$ cat src/rtl/xor_share_arbiter_if.sv
// Request/grant/result bundle between requesting engines and xor_share_arbiter.
// XOR_SHARE_ARBITER_STATS_EN adds the op_count statistics output.
interface xor_share_arbiter_if #(
    parameter int WIDTH = 16,
    parameter int NREQ  = 4
);
    localparam int IDW = $clog2(NREQ);

    logic [NREQ-1:0]       req;
    logic [NREQ*WIDTH-1:0] a_in;
    logic [NREQ*WIDTH-1:0] b_in;
    logic [NREQ-1:0]       gnt;
    logic                  busy;
    logic                  res_valid;
    logic [IDW-1:0]        res_id;
    logic [WIDTH-1:0]      result;
`ifdef XOR_SHARE_ARBITER_STATS_EN
    logic [15:0]           op_count;

    modport master (output req, a_in, b_in,
                    input  gnt, busy, res_valid, res_id, result, op_count);
    modport slave  (input  req, a_in, b_in,
                    output gnt, busy, res_valid, res_id, result, op_count);
`else
    modport master (output req, a_in, b_in,
                    input  gnt, busy, res_valid, res_id, result);
    modport slave  (input  req, a_in, b_in,
                    output gnt, busy, res_valid, res_id, result);
`endif
endinterface

$ cat src/rtl/xor_share_arbiter.sv
// Round-robin arbiter sharing one WIDTH-bit XOR slice between NREQ requesters.
// Define XOR_SHARE_ARBITER_STATS_EN to add the op_count result counter.
module xor_share_arbiter #(
    parameter int  WIDTH = 16,
    parameter int  NREQ  = 4,
    localparam int IDW   = $clog2(NREQ)
) (
    input  logic               clk,
    input  logic               rst,
    xor_share_arbiter_if.slave bus
);
    typedef enum logic [1:0] {
        S_IDLE = 2'd0,
        S_EXEC = 2'd1,
        S_DONE = 2'd2
    } state_t;

    state_t           state_r;
    logic [NREQ-1:0]  gnt_r;
    logic             busy_r;
    logic             res_valid_r;
    logic [IDW-1:0]   res_id_r;
    logic [IDW-1:0]   id_r;
    logic [IDW-1:0]   ptr_r;
    logic [WIDTH-1:0] result_r;
    logic [WIDTH-1:0] a_lat_r;
    logic [WIDTH-1:0] b_lat_r;

    logic [IDW-1:0]   ptr_eff_s;
    logic [IDW-1:0]   win_s;
    logic [IDW:0]     idx_s;
    logic             found_s;
    logic [WIDTH-1:0] a_sel_s;
    logic [WIDTH-1:0] b_sel_s;
    logic [WIDTH-1:0] xor_s;

    // Round-robin winner: first asserted req scanning upward from ptr, wrapping at NREQ
    always_comb begin
        ptr_eff_s = ({1'b0, ptr_r} < (IDW+1)'(NREQ)) ? ptr_r : '0;
        win_s     = '0;
        found_s   = 1'b0;
        idx_s     = '0;
        for (int k = 0; k < NREQ; k++) begin
            idx_s = {1'b0, ptr_eff_s} + (IDW+1)'(k);
            if (idx_s >= (IDW+1)'(NREQ)) begin
                idx_s = idx_s - (IDW+1)'(NREQ);
            end else begin
                idx_s = idx_s;
            end
            if (!found_s && bus.req[idx_s[IDW-1:0]]) begin
                found_s = 1'b1;
                win_s   = idx_s[IDW-1:0];
            end else begin
                found_s = found_s;
            end
        end
    end

    // Operand slice selection for the winning requester
    always_comb begin
        a_sel_s = '0;
        b_sel_s = '0;
        for (int i = 0; i < NREQ; i++) begin
            if (win_s == IDW'(i)) begin
                a_sel_s = bus.a_in[i*WIDTH +: WIDTH];
                b_sel_s = bus.b_in[i*WIDTH +: WIDTH];
            end else begin
                a_sel_s = a_sel_s;
                b_sel_s = b_sel_s;
            end
        end
    end

    // The single shared XOR datapath
    for (genvar g = 0; g < WIDTH; g++) begin : g_xor
        assign xor_s[g] = a_lat_r[g] ^ b_lat_r[g];
    end

    // Sequencer FSM: IDLE -> EXEC -> DONE -> IDLE with registered outputs
    always_ff @(posedge clk or posedge rst) begin
        if (rst) begin
            state_r     <= S_IDLE;
            gnt_r       <= '0;
            busy_r      <= 1'b0;
            res_valid_r <= 1'b0;
            res_id_r    <= '0;
            id_r        <= '0;
            ptr_r       <= '0;
            result_r    <= '0;
            a_lat_r     <= '0;
            b_lat_r     <= '0;
        end else begin
            case (state_r)
                S_IDLE: begin
                    res_valid_r <= 1'b0;
                    if (found_s) begin
                        a_lat_r <= a_sel_s;
                        b_lat_r <= b_sel_s;
                        gnt_r   <= NREQ'(1) << win_s;
                        id_r    <= win_s;
                        busy_r  <= 1'b1;
                        state_r <= S_EXEC;
                    end else begin
                        gnt_r   <= '0;
                        busy_r  <= 1'b0;
                        state_r <= S_IDLE;
                    end
                end
                S_EXEC: begin
                    result_r    <= xor_s;
                    res_id_r    <= id_r;
                    res_valid_r <= 1'b1;
                    gnt_r       <= '0;
                    state_r     <= S_DONE;
                end
                S_DONE: begin
                    res_valid_r <= 1'b0;
                    busy_r      <= 1'b0;
                    ptr_r       <= (id_r == IDW'(NREQ-1)) ? '0 : id_r + IDW'(1);
                    state_r     <= S_IDLE;
                end
                default: begin
                    gnt_r       <= '0;
                    busy_r      <= 1'b0;
                    res_valid_r <= 1'b0;
                    state_r     <= S_IDLE;
                end
            endcase
        end
    end

`ifdef XOR_SHARE_ARBITER_STATS_EN
    logic [15:0] op_count_r;

    // Count delivered results; wraps naturally at 16 bits
    always_ff @(posedge clk or posedge rst) begin
        if (rst) begin
            op_count_r <= 16'h0000;
        end else if (res_valid_r) begin
            op_count_r <= op_count_r + 16'h0001;
        end else begin
            op_count_r <= op_count_r;
        end
    end

    assign bus.op_count = op_count_r;
`endif

    assign bus.gnt       = gnt_r;
    assign bus.busy      = busy_r;
    assign bus.res_valid = res_valid_r;
    assign bus.res_id    = res_id_r;
    assign bus.result    = result_r;
endmodule

$ cat src/flat_wrapper.sv
// flat-port wrapper written by rule: the top's interface ports become plain ports
module xor_share_arbiter_flat 
#(
    parameter int  WIDTH = 16,
    parameter int  NREQ  = 4,
    localparam int IDW   = $clog2(NREQ)
)
  (clk, rst, bus_req, bus_a_in, bus_b_in, bus_gnt, bus_busy, bus_res_valid, bus_res_id, bus_result);
  xor_share_arbiter_if #(.WIDTH(WIDTH), .NREQ(NREQ)) bus_i ();
  input  logic clk;
  input  logic rst;
  input wire logic [$bits(bus_i.req)-1:0] bus_req;
  input wire logic [$bits(bus_i.a_in)-1:0] bus_a_in;
  input wire logic [$bits(bus_i.b_in)-1:0] bus_b_in;
  output wire logic [$bits(bus_i.gnt)-1:0] bus_gnt;
  output wire logic [$bits(bus_i.busy)-1:0] bus_busy;
  output wire logic [$bits(bus_i.res_valid)-1:0] bus_res_valid;
  output wire logic [$bits(bus_i.res_id)-1:0] bus_res_id;
  output wire logic [$bits(bus_i.result)-1:0] bus_result;
  assign bus_i.req = bus_req;
  assign bus_i.a_in = bus_a_in;
  assign bus_i.b_in = bus_b_in;
  assign bus_gnt = bus_i.gnt;
  assign bus_busy = bus_i.busy;
  assign bus_res_valid = bus_i.res_valid;
  assign bus_res_id = bus_i.res_id;
  assign bus_result = bus_i.result;
  xor_share_arbiter #(.WIDTH(WIDTH), .NREQ(NREQ)) u_core (.clk(clk), .rst(rst), .bus(bus_i));
endmodule
$ cat config.mk
export PLATFORM = sky130hd
export DESIGN_NAME = xor_share_arbiter_flat
export DESIGN_NICKNAME = d
export VERILOG_FILES = /design/src/rtl/xor_share_arbiter_if.sv /design/src/rtl/xor_share_arbiter.sv /design/src/flat_wrapper.sv
export SDC_FILE = /design/constraint.sdc
export NUM_CORES = 1
export LEC_CHECK = 0
export ABC_AREA = 1
export CORE_ASPECT_RATIO = 1.25
export CORE_MARGIN = 3
export CORE_UTILIZATION = 40
export CTS_CLUSTER_SIZE = 10
export DETAILED_ROUTE_END_ITERATION = 6
export GPL_TIMING_DRIVEN = 0
export PLACE_DENSITY = 0.84
export SYNTH_ARGS = -nofsm -noshare
export SYNTH_HDL_FRONTEND = slang
export SYNTH_SLANG_ARGS = --single-unit
export TNS_END_PERCENT = 20
$ cat constraint.sdc
create_clock -name clk -period 2.6 [get_ports clk]
set_clock_uncertainty 0.1 [all_clocks]
set_input_delay 0.78 -clock clk [delete_from_list [all_inputs] [get_ports clk]]
set_output_delay 0.78 -clock clk [all_outputs]
set_load 0.01 [all_outputs]
==> flow_metrics.py, run 1 <==
metrics = {
    "status": {
        "status": "finished, final reports clean",
    },
    "synth": {
        "yosysSeqAreaShare_pct": 38.4,
        "synth_seq_cells": 61,
        "synthArstFlopShare_pct": 100,
        "synthTopCellsByArea": "dfrtp_1 (38%), nand2_1 (18%), nand3_1 (12%)",
        "yosysTopAreaCell": "dfrtp_1",
        "syn_nets": 695,
        "synth_top_area_share_pct": 38.4,
        "post_synth.cell_area_avg_um2": 7.09,
        "synth_edf_count": 0,
        "synth_warnings": 0,
        "yosysUniqueCellTypes": 32,
        "syn_area_um2": 3970,
        "ys.flop_type": "dfrtp_1",
        "synthCells": 560,
    },
    "route": {
        "top_layer_used": "met4",
        "dr.pass1.iters": 5,
        "first_iter_violations": 381,
        "drtAntennaViolNets": 0,
        "wl_met1_mm": 5.51,
        "vias": 4644,
        "wl_per_cell_um": 16.8,
        "drc_errors": 0,
        "drt_wl_total_mm": 14.6,
        "dr_wl_met3_mm": 1.32,
        "vias_per_cell": 5.32,
        "route.met2.wl_mm": 7.33,
    },
    "timing": {
        "slew_headroom_pct": 52.2,
        "setup_viol": 0,
        "drv_slew": 0,
        "rsz0062_at_grt": "no",
        "fin_crit_sh_pct": 92.8,
        "max_freq_mhz": 414,
        "period_minus_slack_ps": 2410,
        "hold_viol": 0,
        "tightest_slew_ps": 715,
        "setup_tns_ps": 0,
        "fin_ws_ps": 187,
        "timing.hold.ws_ps": 379,
    },
    "floorplanning": {
        "die_width_um": 95.1,
        "rows": 40,
        "die_h_um": 117,
        "ios": 158,
        "die-area_um2": 11200,
        "initial_utilization_pct": 41.1,
        "coreArea_um2": 9660,
    },
    "global_route": {
        "grt_max_degree": 34,
        "track_usage_pct": 24.0,
        "grt-ovfl-total": 0,
        "grt_pass1_wl_mm": 21.0,
        "grt_pass1_vias": 4438,
        "antenna_found_initial": 0,
    },
    "clock_network": {
        "cts_tree": "yes",
        "hold_buffers": 0,
        "cts_max_path_buffers": 2,
        "clk_pin_slew_ps": 50,
        "numCtsBuffers": 9,
        "h-tree-depth": 3,
        "clock-root-buffer": "clkbuf_16",
        "insertion_delay_ps": 330,
        "cts_sinks": 61,
    },
    "final_layout": {
        "syn_to_final_growth_pct": 63.1,
        "drive_gt1_share_pct": 16.7,
        "fin_cells": 873,
        "antenna_cells": 0,
        "nets": 878,
        "regArea_um2": 1530,
        "fillers": 721,
        "multi_input_area_um2": 2290,
    },
    "power_and_ir_drop": {
        "power_w": 0.0107,
        "clock_power_share_pct": 10.5,
        "p_sw_share_pct": 49.0,
        "combinationalPowerShare_pct": 72.8,
        "internal_power_w": 0.00545,
        "leakagePower_nw": 3.04,
        "switching_power_w": 0.00525,
        "power_density_nw_per_um2": 1650,
        "seqPwrFrac_pct": 16.7,
        "irDropWorstVdd_mv": 0.873,
    },
    "place": {
        "dp_slack_ps": -554,
        "hpwl_mm": 10.0,
        "gp_congestion": 0.858,
        "port_buffers": 157,
        "dpl.cell_count": 844,
    },
    "critical_path": {
        "worstPathArrival_ps": 2580,
        "worst-setup-path-type": "reg -> reg",
        "cp-start-kind": "flop",
        "end_kind": "flop",
        "crit-reg2reg-launch": "u_core.ptr_eff_s[1]",
        "reg2reg_slack_ps": 190,
        "regToRegEndpoint": "u_core.a_lat_r[14]",
        "crit_required_ps": 2760,
        "critPathMaxFanout": 10,
        "worst_r2r_path_depth": 12,
    },
    "min_path": {
        "hold_start": "u_core.bus.result[13]",
        "min_to": "u_core.bus.result[13]",
        "hold_depth": 2,
        "hold_path.class": "reg -> reg",
    },
    "flow_run": {
        "maxCapViolations": 0,
    },
}
==> sequential cells by signal (all words and copies together), names as in the netlist <==
signal / count
u_core.a_lat_r: 16
u_core.b_lat_r: 16
u_core.bus.busy: 1
u_core.bus.gnt: 4
u_core.bus.res_id: 2
u_core.bus.res_valid: 1
u_core.bus.result: 16
u_core.id_r: 2
u_core.ptr_eff_s: 2
u_core.state_r: 1
==> power by group through the flow <==
stage	clock, W	combinational (W)	sequential, W
final	0.00112	0.00779	0.00179
after global routing	0.00117	0.00842	0.00183
after CTS	0.00111	0.00654	0.00176
after detailed placement	0	0.00618	0.00177
after global placement	0	0.00598	0.00175
after floorplan	0	0.00428	0.00178
==> per-stage QoR <==
stage	instance area, um2	utilization (%)
floorplan	3970	-
global placement	5700	59.0
detailed placement	5720	59.2
CTS	6120	63.4
global route	6480	67.1
finish	6480	67.1
==> critical path: stages (launching register included) <==
cell and delay (ps):
dfrtp_1 500, inv_2 140, nand2_2 90, nand2_2 110, nand2_2 160, o21ai_4 100, inv_2 90, nand3_1 100
nand2_1 160, buf_2 250, buf_2 320, nand2_1 100, nand3_1 110
==> cell type report <==
class | count | share of cell area (%)
plain buffers | 28 | 4.36
well taps | 126 | 2.43
inverters | 40 | 2.47
repair buffers | 172 | 27.6
clock inverters | 1 | 0.0772
multi-input cells | 431 | 35.3
clock buffers | 14 | 4.23
flip-flops and latches | 61 | 23.6
==> cells in the mapped netlist, types with 5 or more instances <==
| master | number |
|---|---|
| nand2_1 | 189 |
| nand3_1 | 95 |
| dfrtp_1 | 61 |
| nor2_1 | 59 |
| inv_1 | 33 |
| o21ai_0 | 25 |
| xnor2_1 | 16 |
| buf_6 | 11 |
| nand2_2 | 9 |
| buf_2 | 7 |
| inv_2 | 6 |
| clkbuf_1 | 5 |
| or2_1 | 5 |
==> repair_timing <==
item	4_1_cts	5_1_grt
gates cloned	0	4
resized for setup	19	67
buffers inserted	4	6
pin swaps	7	17
endpoints found under the setup margin	31	35
==> per-layer routing <==
| metal | up-vias | track usage, % |
|---|---|---|
| li1 | 2150 | - |
| met1 | 2182 | 28.3 |
| met2 | 272 | 41.0 |
| met3 | 40 | 6.86 |
| met4 | 0 | 8.39 |
| met5 | - | 0 |
==> worst max-delay path by stage <==
stage / start / to / slack (ps) / depth (start not counted)
detailed placement: bus_req[1] / u_core.a_lat_r[14] / -550 / 12
floorplan: rst / u_core.a_lat_r[0] / 210 / 1
finish: u_core.ptr_eff_s[1] / u_core.a_lat_r[14] / 190 / 12
global placement: rst / u_core.a_lat_r[11] / -810 / 2
CTS: bus_req[3] / u_core.a_lat_r[2] / -3 / 14
global route: u_core.ptr_eff_s[1] / u_core.a_lat_r[10] / 80 / 12
==> cells by family (layout without fill, tap and decap cells) <==
family	Yosys count	after routing	share of synthesized area [%]
DFF	61	61	38.4
AOI/OAI and AO/OA	39	39	5.86
xor gates and xnor gates	16	16	3.53
and+or+nand+nor	375	375	42.7
buffers and inverters	68	255	9.17
adders and majority gates	1	1	0.315
==> placed cells by master, fill, tap and decap left out, types with 4 or more instances in the layout <==
cell type and instances:
xnor2_1 16, buf_2 5, nand2_2 14, clkbuf_1 6, buf_6 13, nand3_4 4
nor2_1 50, nand3_1 89, or2_1 5, buf_12 5, nand2_1 178, buf_8 4
dlymetal6s2s_1 4, o21ai_2 4, clkdlybuf4s50_1 153, inv_2 8, o21ai_0 23, clkbuf_16 12
nand3_2 5, nor2_4 5, dfrtp_1 61, nor2_2 10, nand2_4 8, inv_1 29
buf_4 8
Power figures use the tool's default switching activity.
==> run 2, diff against run 1 <==
--- a/config.mk
+++ b/config.mk
@@ -6,6 +6,7 @@
 export NUM_CORES = 1
 export LEC_CHECK = 0
 export ABC_AREA = 1
+export CAP_MARGIN = 20
 export CORE_ASPECT_RATIO = 1.25
 export CORE_MARGIN = 3
 export CORE_UTILIZATION = 40
==> flow_metrics.py, run 2 (same netlist as run 1, synthesis figures left out) <==
metrics = {
    "power_and_ir_drop": {
        "leakagePower_nw": 3.04,
        "combinationalPowerShare_pct": 72.8,
        "power_density_nw_per_um2": 1650,
        "irDropWorstVdd_mv": 0.873,
        "seqPwrFrac_pct": 16.7,
        "internal_power_w": 0.00545,
        "p_sw_share_pct": 49.0,
        "clock_power_share_pct": 10.5,
        "switching_power_w": 0.00525,
    },
    "floorplanning": {
        "die_width_um": 95.1,
        "coreArea_um2": 9660,
        "die-area_um2": 11200,
        "rows": 40,
        "initial_utilization_pct": 41.1,
        "die_h_um": 117,
        "ios": 158,
    },
    "clock_network": {
        "clk_pin_slew_ps": 50,
        "cts_tree": "yes",
        "clock-root-buffer": "clkbuf_16",
        "h-tree-depth": 3,
        "cts_sinks": 61,
        "cts_max_path_buffers": 2,
        "insertion_delay_ps": 330,
        "hold_buffers": 0,
        "numCtsBuffers": 9,
    },
    "route": {
        "dr.pass1.iters": 5,
        "drt_wl_total_mm": 14.6,
        "vias_per_cell": 5.32,
        "wl_per_cell_um": 16.8,
        "drtAntennaViolNets": 0,
        "drc_errors": 0,
        "first_iter_violations": 381,
        "vias": 4644,
    },
    "min_path": {
        "hold_path.class": "reg -> reg",
        "hold_depth": 2,
    },
    "flow_run": {
        "maxCapViolations": 0,
    },
    "final_layout": {
        "layout_commonest_cell": "nand2_1",
        "syn_to_final_growth_pct": 63.1,
        "layout_common_cells": "nand2_1 (178), clkdlybuf4s50_1 (153), nand3_1 (89)",
        "drive_gt1_share_pct": 16.7,
        "fin_cells": 873,
        "antenna_cells": 0,
        "nets": 878,
        "final_util_pct": 67.1,
    },
    "global_route": {
        "grt_pass1_wl_mm": 21.0,
        "grt-ovfl-total": 0,
        "grt_pass1_vias": 4438,
        "grt_max_degree": 34,
        "antenna_found_initial": 0,
        "track_usage_pct": 24.0,
    },
    "place": {
        "dp_slack_ps": -554,
        "port_buffers": 157,
        "gp_congestion": 0.858,
        "dpl.cell_count": 844,
        "hpwl_mm": 10.0,
    },
    "critical_path": {
        "critPathMaxFanout": 10,
        "path_buf_inv": 4,
        "cp_cell_sequence": "inv_2 > nand2_2 > nand2_2 > nand2_2 > o21ai_4 > inv_2 > nand3_1 > nand2_1 > buf_2 > buf_2 > nand2_1 > nand3_1",
        "cp_common_cell": "nand2_2",
        "reg2reg_slack_ps": 190,
        "critPathTopFamily": "simple AND/OR/NAND/NOR gates",
        "worst_r2r_path_depth": 12,
        "end_kind": "flop",
        "worstPathArrival_ps": 2580,
        "worst-setup-path-type": "reg -> reg",
        "slowest_stage": "dfrtp_1",
        "cp-start-kind": "flop",
        "crit_required_ps": 2760,
        "crit_cells": 12,
        "max_stage_delay_ps": 500,
    },
    "timing": {
        "period_minus_slack_ps": 2410,
        "fin_crit_sh_pct": 92.8,
        "setup_viol": 0,
        "setup_tns_ps": 0,
        "timing.hold.ws_ps": 379,
        "drv_slew": 0,
        "hold_viol": 0,
        "tightest_slew_ps": 715,
        "fin_ws_ps": 187,
        "slew_headroom_pct": 52.2,
        "max_freq_mhz": 414,
        "rsz0062_at_grt": "no",
    },
    "status": {
        "status": "finished, final reports clean",
    },
}
==> run 2: per-layer routing <==
layer	up-vias	part of all wire [%]	wire, um	track usage [%]
met3	40	9.0	1320	6.86
li1	2150	-	-	-
met4	0	3.2	467	8.39
met2	272	50	7330	41.0
met1	2182	38	5510	28.3
met5	-	0	0	0
==> run 2: power by group through the flow <==
stage	combinational [W]	clock, W	sequential [W]
6_report	0.00779	0.00112	0.00179
4_1_cts	0.00654	0.00111	0.00176
3_3_place_gp	0.00598	0	0.00175
5_1_grt	0.00842	0.00117	0.00183
2_1_floorplan	0.00428	0	0.00178
3_5_place_dp	0.00618	0	0.00177
==> run 2: per-stage QoR <==
stage,power [W],instance area [um2]
2_1_floorplan,0.00606,3970
3_3_place_gp,0.00774,5700
3_5_place_dp,0.00795,5720
4_1_cts,0.00942,6120
5_1_grt,0.0114,6480
6_report,0.0107,6480
==> run 2: path summary, 6_finish.rpt <==
path	from	to
worst max register to register	u_core.ptr_eff_s[1]	u_core.a_lat_r[14]
worst min-delay path	u_core.bus.result[13]	u_core.bus.result[13]
worst max-delay path	u_core.ptr_eff_s[1]	u_core.a_lat_r[14]
max in group asynchronous	rst	u_core.bus.gnt[3]
worst min register to register	u_core.bus.result[13]	u_core.bus.result[13]
min in group asynchronous	rst	u_core.bus.result[2]
==> run 2: layout make-up <==
class / count / area, um2
Clock buffer: 14 / 274
Clock inverter: 1 / 5.00
Fill cell: 721 / 3180
Inverter: 40 / 160
Buffer: 28 / 283
Tap cell: 126 / 158
Timing Repair Buffer: 172 / 1790
Multi-Input combinational cell: 431 / 2290
Sequential cell: 61 / 1530
==> run 2: timing repair <==
item / in CTS / in global routing
setup endpoints to repair: 31 / 35
setup buffers: 4 / 6
cloned: 0 / 4
pin swaps: 7 / 17
resized for setup: 19 / 67
==> run 2: worst reg2reg max path, cell delays in order, from the launching register on <==
cell,delay [ps]
dfrtp_1,500
inv_2,140
nand2_2,90
nand2_2,110
nand2_2,160
o21ai_4,100
inv_2,90
nand3_1,100
nand2_1,160
buf_2,250
buf_2,320
nand2_1,100
nand3_1,110
==> run 3, diff against run 2 <==
--- a/config.mk
+++ b/config.mk
@@ -13,7 +13,7 @@
 export CTS_CLUSTER_SIZE = 10
 export DETAILED_ROUTE_END_ITERATION = 6
 export GPL_TIMING_DRIVEN = 0
-export PLACE_DENSITY = 0.84
+export PLACE_DENSITY = 0.87
 export SYNTH_ARGS = -nofsm -noshare
 export SYNTH_HDL_FRONTEND = slang
 export SYNTH_SLANG_ARGS = --single-unit
==> constraint.sdc (replaced) <==
create_clock -name clk -period 2.2 [get_ports clk]
set_clock_uncertainty 0.1 [all_clocks]
set_input_delay 0.66 -clock clk [delete_from_list [all_inputs] [get_ports clk]]
set_output_delay 0.66 -clock clk [all_outputs]
set_load 0.01 [all_outputs]
==> flow_metrics.py, run 3 (same netlist as run 1, synthesis figures left out) <==
metrics = {
    "floorplanning": {
        "die-area_um2": 11200,
        "die_h_um": 117,
        "coreArea_um2": 9660,
        "die_width_um": 95.1,
        "ios": 158,
        "rows": 40,
        "initial_utilization_pct": 41.1,
    },
    "status": {
        "status": "finished, violations left",
        "violations": "negative setup slack",
    },
    "timing": {
        "max_freq_mhz": 410,
        "setup_tns_ps": -2740,
        "setup_viol": 32,
        "hold_viol": 0,
        "drv_slew": 0,
        "timing.hold.ws_ps": 388,
        "period_minus_slack_ps": 2440,
        "tightest_slew_ps": 631,
        "slew_headroom_pct": 57.8,
        "fin_crit_sh_pct": 111,
        "rsz0062_at_grt": "yes",
        "fin_ws_ps": -242,
    },
    "final_layout": {
        "drive_gt1_share_pct": 29.9,
        "design_area_um2": 7310,
        "fillers": 535,
        "nets": 902,
        "fin_cells": 898,
        "layout_commonest_cell": "clkdlybuf4s50_1",
        "layout_common_cells": "clkdlybuf4s50_1 (153), nand2_1 (148), dfrtp_1 (59)",
        "antenna_cells": 0,
        "syn_to_final_growth_pct": 84.0,
    },
    "critical_path": {
        "end_kind": "flop",
        "worst-setup-path-type": "reg -> reg",
        "cp-start-kind": "flop",
        "startpoint": "u_core.ptr_eff_s[0]",
        "crit_required_ps": 2310,
        "critPathMaxFanout": 8,
        "worstPathArrival_ps": 2550,
        "crit-reg2reg-launch": "u_core.ptr_eff_s[0]",
    },
    "global_route": {
        "grt_pass1_wl_mm": 25.9,
        "grt_max_degree": 38,
        "track_usage_pct": 30.0,
        "antenna_found_initial": 0,
        "grt_pass1_vias": 5121,
        "grt-ovfl-total": 0,
    },
    "route": {
        "drc_errors": 0,
        "first_iter_violations": 507,
        "drt_wl_total_mm": 19.4,
        "vias": 5162,
        "vias_per_cell": 5.75,
        "drtAntennaViolNets": 0,
        "wl_per_cell_um": 21.6,
        "dr.pass1.iters": 6,
    },
    "clock_network": {
        "cts_max_path_buffers": 2,
        "hold_buffers": 0,
        "insertion_delay_ps": 340,
        "clk_pin_slew_ps": 60,
        "numCtsBuffers": 9,
        "clock-root-buffer": "clkbuf_16",
        "cts_tree": "yes",
        "cts_sinks": 61,
        "h-tree-depth": 3,
    },
    "power_and_ir_drop": {
        "switching_power_w": 0.00799,
        "combinationalPowerShare_pct": 76.8,
        "irDropWorstVdd_mv": 1.28,
        "internal_power_w": 0.00828,
        "p_sw_share_pct": 49.1,
        "seqPwrFrac_pct": 13.5,
        "leakagePower_nw": 3.39,
        "clock_power_share_pct": 9.8,
        "power_density_nw_per_um2": 2230,
    },
    "min_path": {
        "hold_start": "u_core.bus.result[13]",
        "hold_path.class": "reg -> reg",
    },
    "place": {
        "dpl.cell_count": 844,
        "hpwl_mm": 10.3,
        "gp_congestion": 0.870,
        "placed_area_um2": 5730,
        "port_buffers": 157,
    },
    "flow_run": {
        "maxCapViolations": 0,
    },
}
==> run 3: cell types whose count changed in the layout (fill, tap and decap cells not counted), moves of 5 or more <==
| cell | before | now |
|---|---|---|
| o21ai_1 | 1 | 6 |
| nor2_1 | 50 | 40 |
| nand2_4 | 8 | 19 |
| nand3_1 | 89 | 54 |
| nand3_2 | 5 | 37 |
| buf_4 | 8 | 19 |
| nand2_2 | 14 | 29 |
| buf_12 | 5 | 12 |
| nand2_1 | 178 | 148 |
| nor2_2 | 10 | 19 |
==> run 3: power groups by stage <==
stage / clock (W) / combinational [W] / sequential [W]
after floorplan: 0 / 0.00506 / 0.00210
after global placement: 0 / 0.00706 / 0.00207
after detailed placement: 0 / 0.00730 / 0.00209
after CTS: 0.00153 / 0.0101 / 0.00211
after global routing: 0.00161 / 0.0132 / 0.00222
final: 0.00159 / 0.0125 / 0.00219
==> run 3: final cells by class <==
class / count / area, um2 / area share, %
clock buffer: 12 / 256 / 3.51
buffer: 27 / 295 / 4.04
timing repair buffer: 196 / 2120 / 29.0
sequential: 61 / 1530 / 20.9
inverter: 40 / 184 / 2.52
clock inverter: 4 / 70.1 / 0.958
multi-input combinational: 431 / 2700 / 36.9
tap: 126 / 158 / 2.16
timing repair inverter: 1 / 5.00 / 0.0685
==> run 3: repair_timing <==
| action | 4_1_cts | 5_1_grt |
|---|---|---|
| buffers inserted | 22 | 7 |
| endpoints found under the setup margin | 39 | 35 |
| cloned | 7 | 3 |
| pin swaps | 50 | 57 |
| resized for setup | 116 | 104 |
==> run 3: path summary, 6_finish.rpt <==
kind / endpoint / slack (ps) / cells after the start
setup / recovery: u_core.b_lat_r[5] / -240 / 15
hold / removal: u_core.bus.result[13] / 390 / 2
setup reg to reg: u_core.b_lat_r[5] / -240 / 15
hold reg to reg: u_core.bus.result[13] / 390 / 2
max in group asynchronous: u_core.ptr_eff_s[1] / 740 / 3
min in group asynchronous: u_core.bus.result[8] / 660 / 2
==> run 3: metal layers <==
metal  up-vias  global-route usage [%]  part of all wire, %
met2       452                    52.6                   48
li1       2201                       -                    -
met4         0                    14.3                  7.4
met3       137                    7.70                   11
met1      2372                    32.8                   33
met5         -                       0                    0
==> run 3: through the flow <==
step / utilization (%) / power [W] / worst slack, ps
after floorplan: - / 0.00717 / 59.1
after global placement: 59.1 / 0.00913 / -674
after detailed placement: 59.3 / 0.00939 / -790
after CTS: 70.7 / 0.0138 / -44.7
after global routing: 75.7 / 0.0170 / -429
final: 75.7 / 0.0163 / -242
==> run 3: critical path: stages (launching register included) <==
cell and delay [ps]:
dfrtp_2 440, buf_6 170, nand2_4 70, nand3_4 110, nand2_4 90, nor2_4 150
nand3_4 100, nand2_4 110, nand2_8 80, buf_12 140, buf_12 150, clkbuf_16 160
nand2_2 80, nand3_1 120, nand2_1 120, nand3_1 110
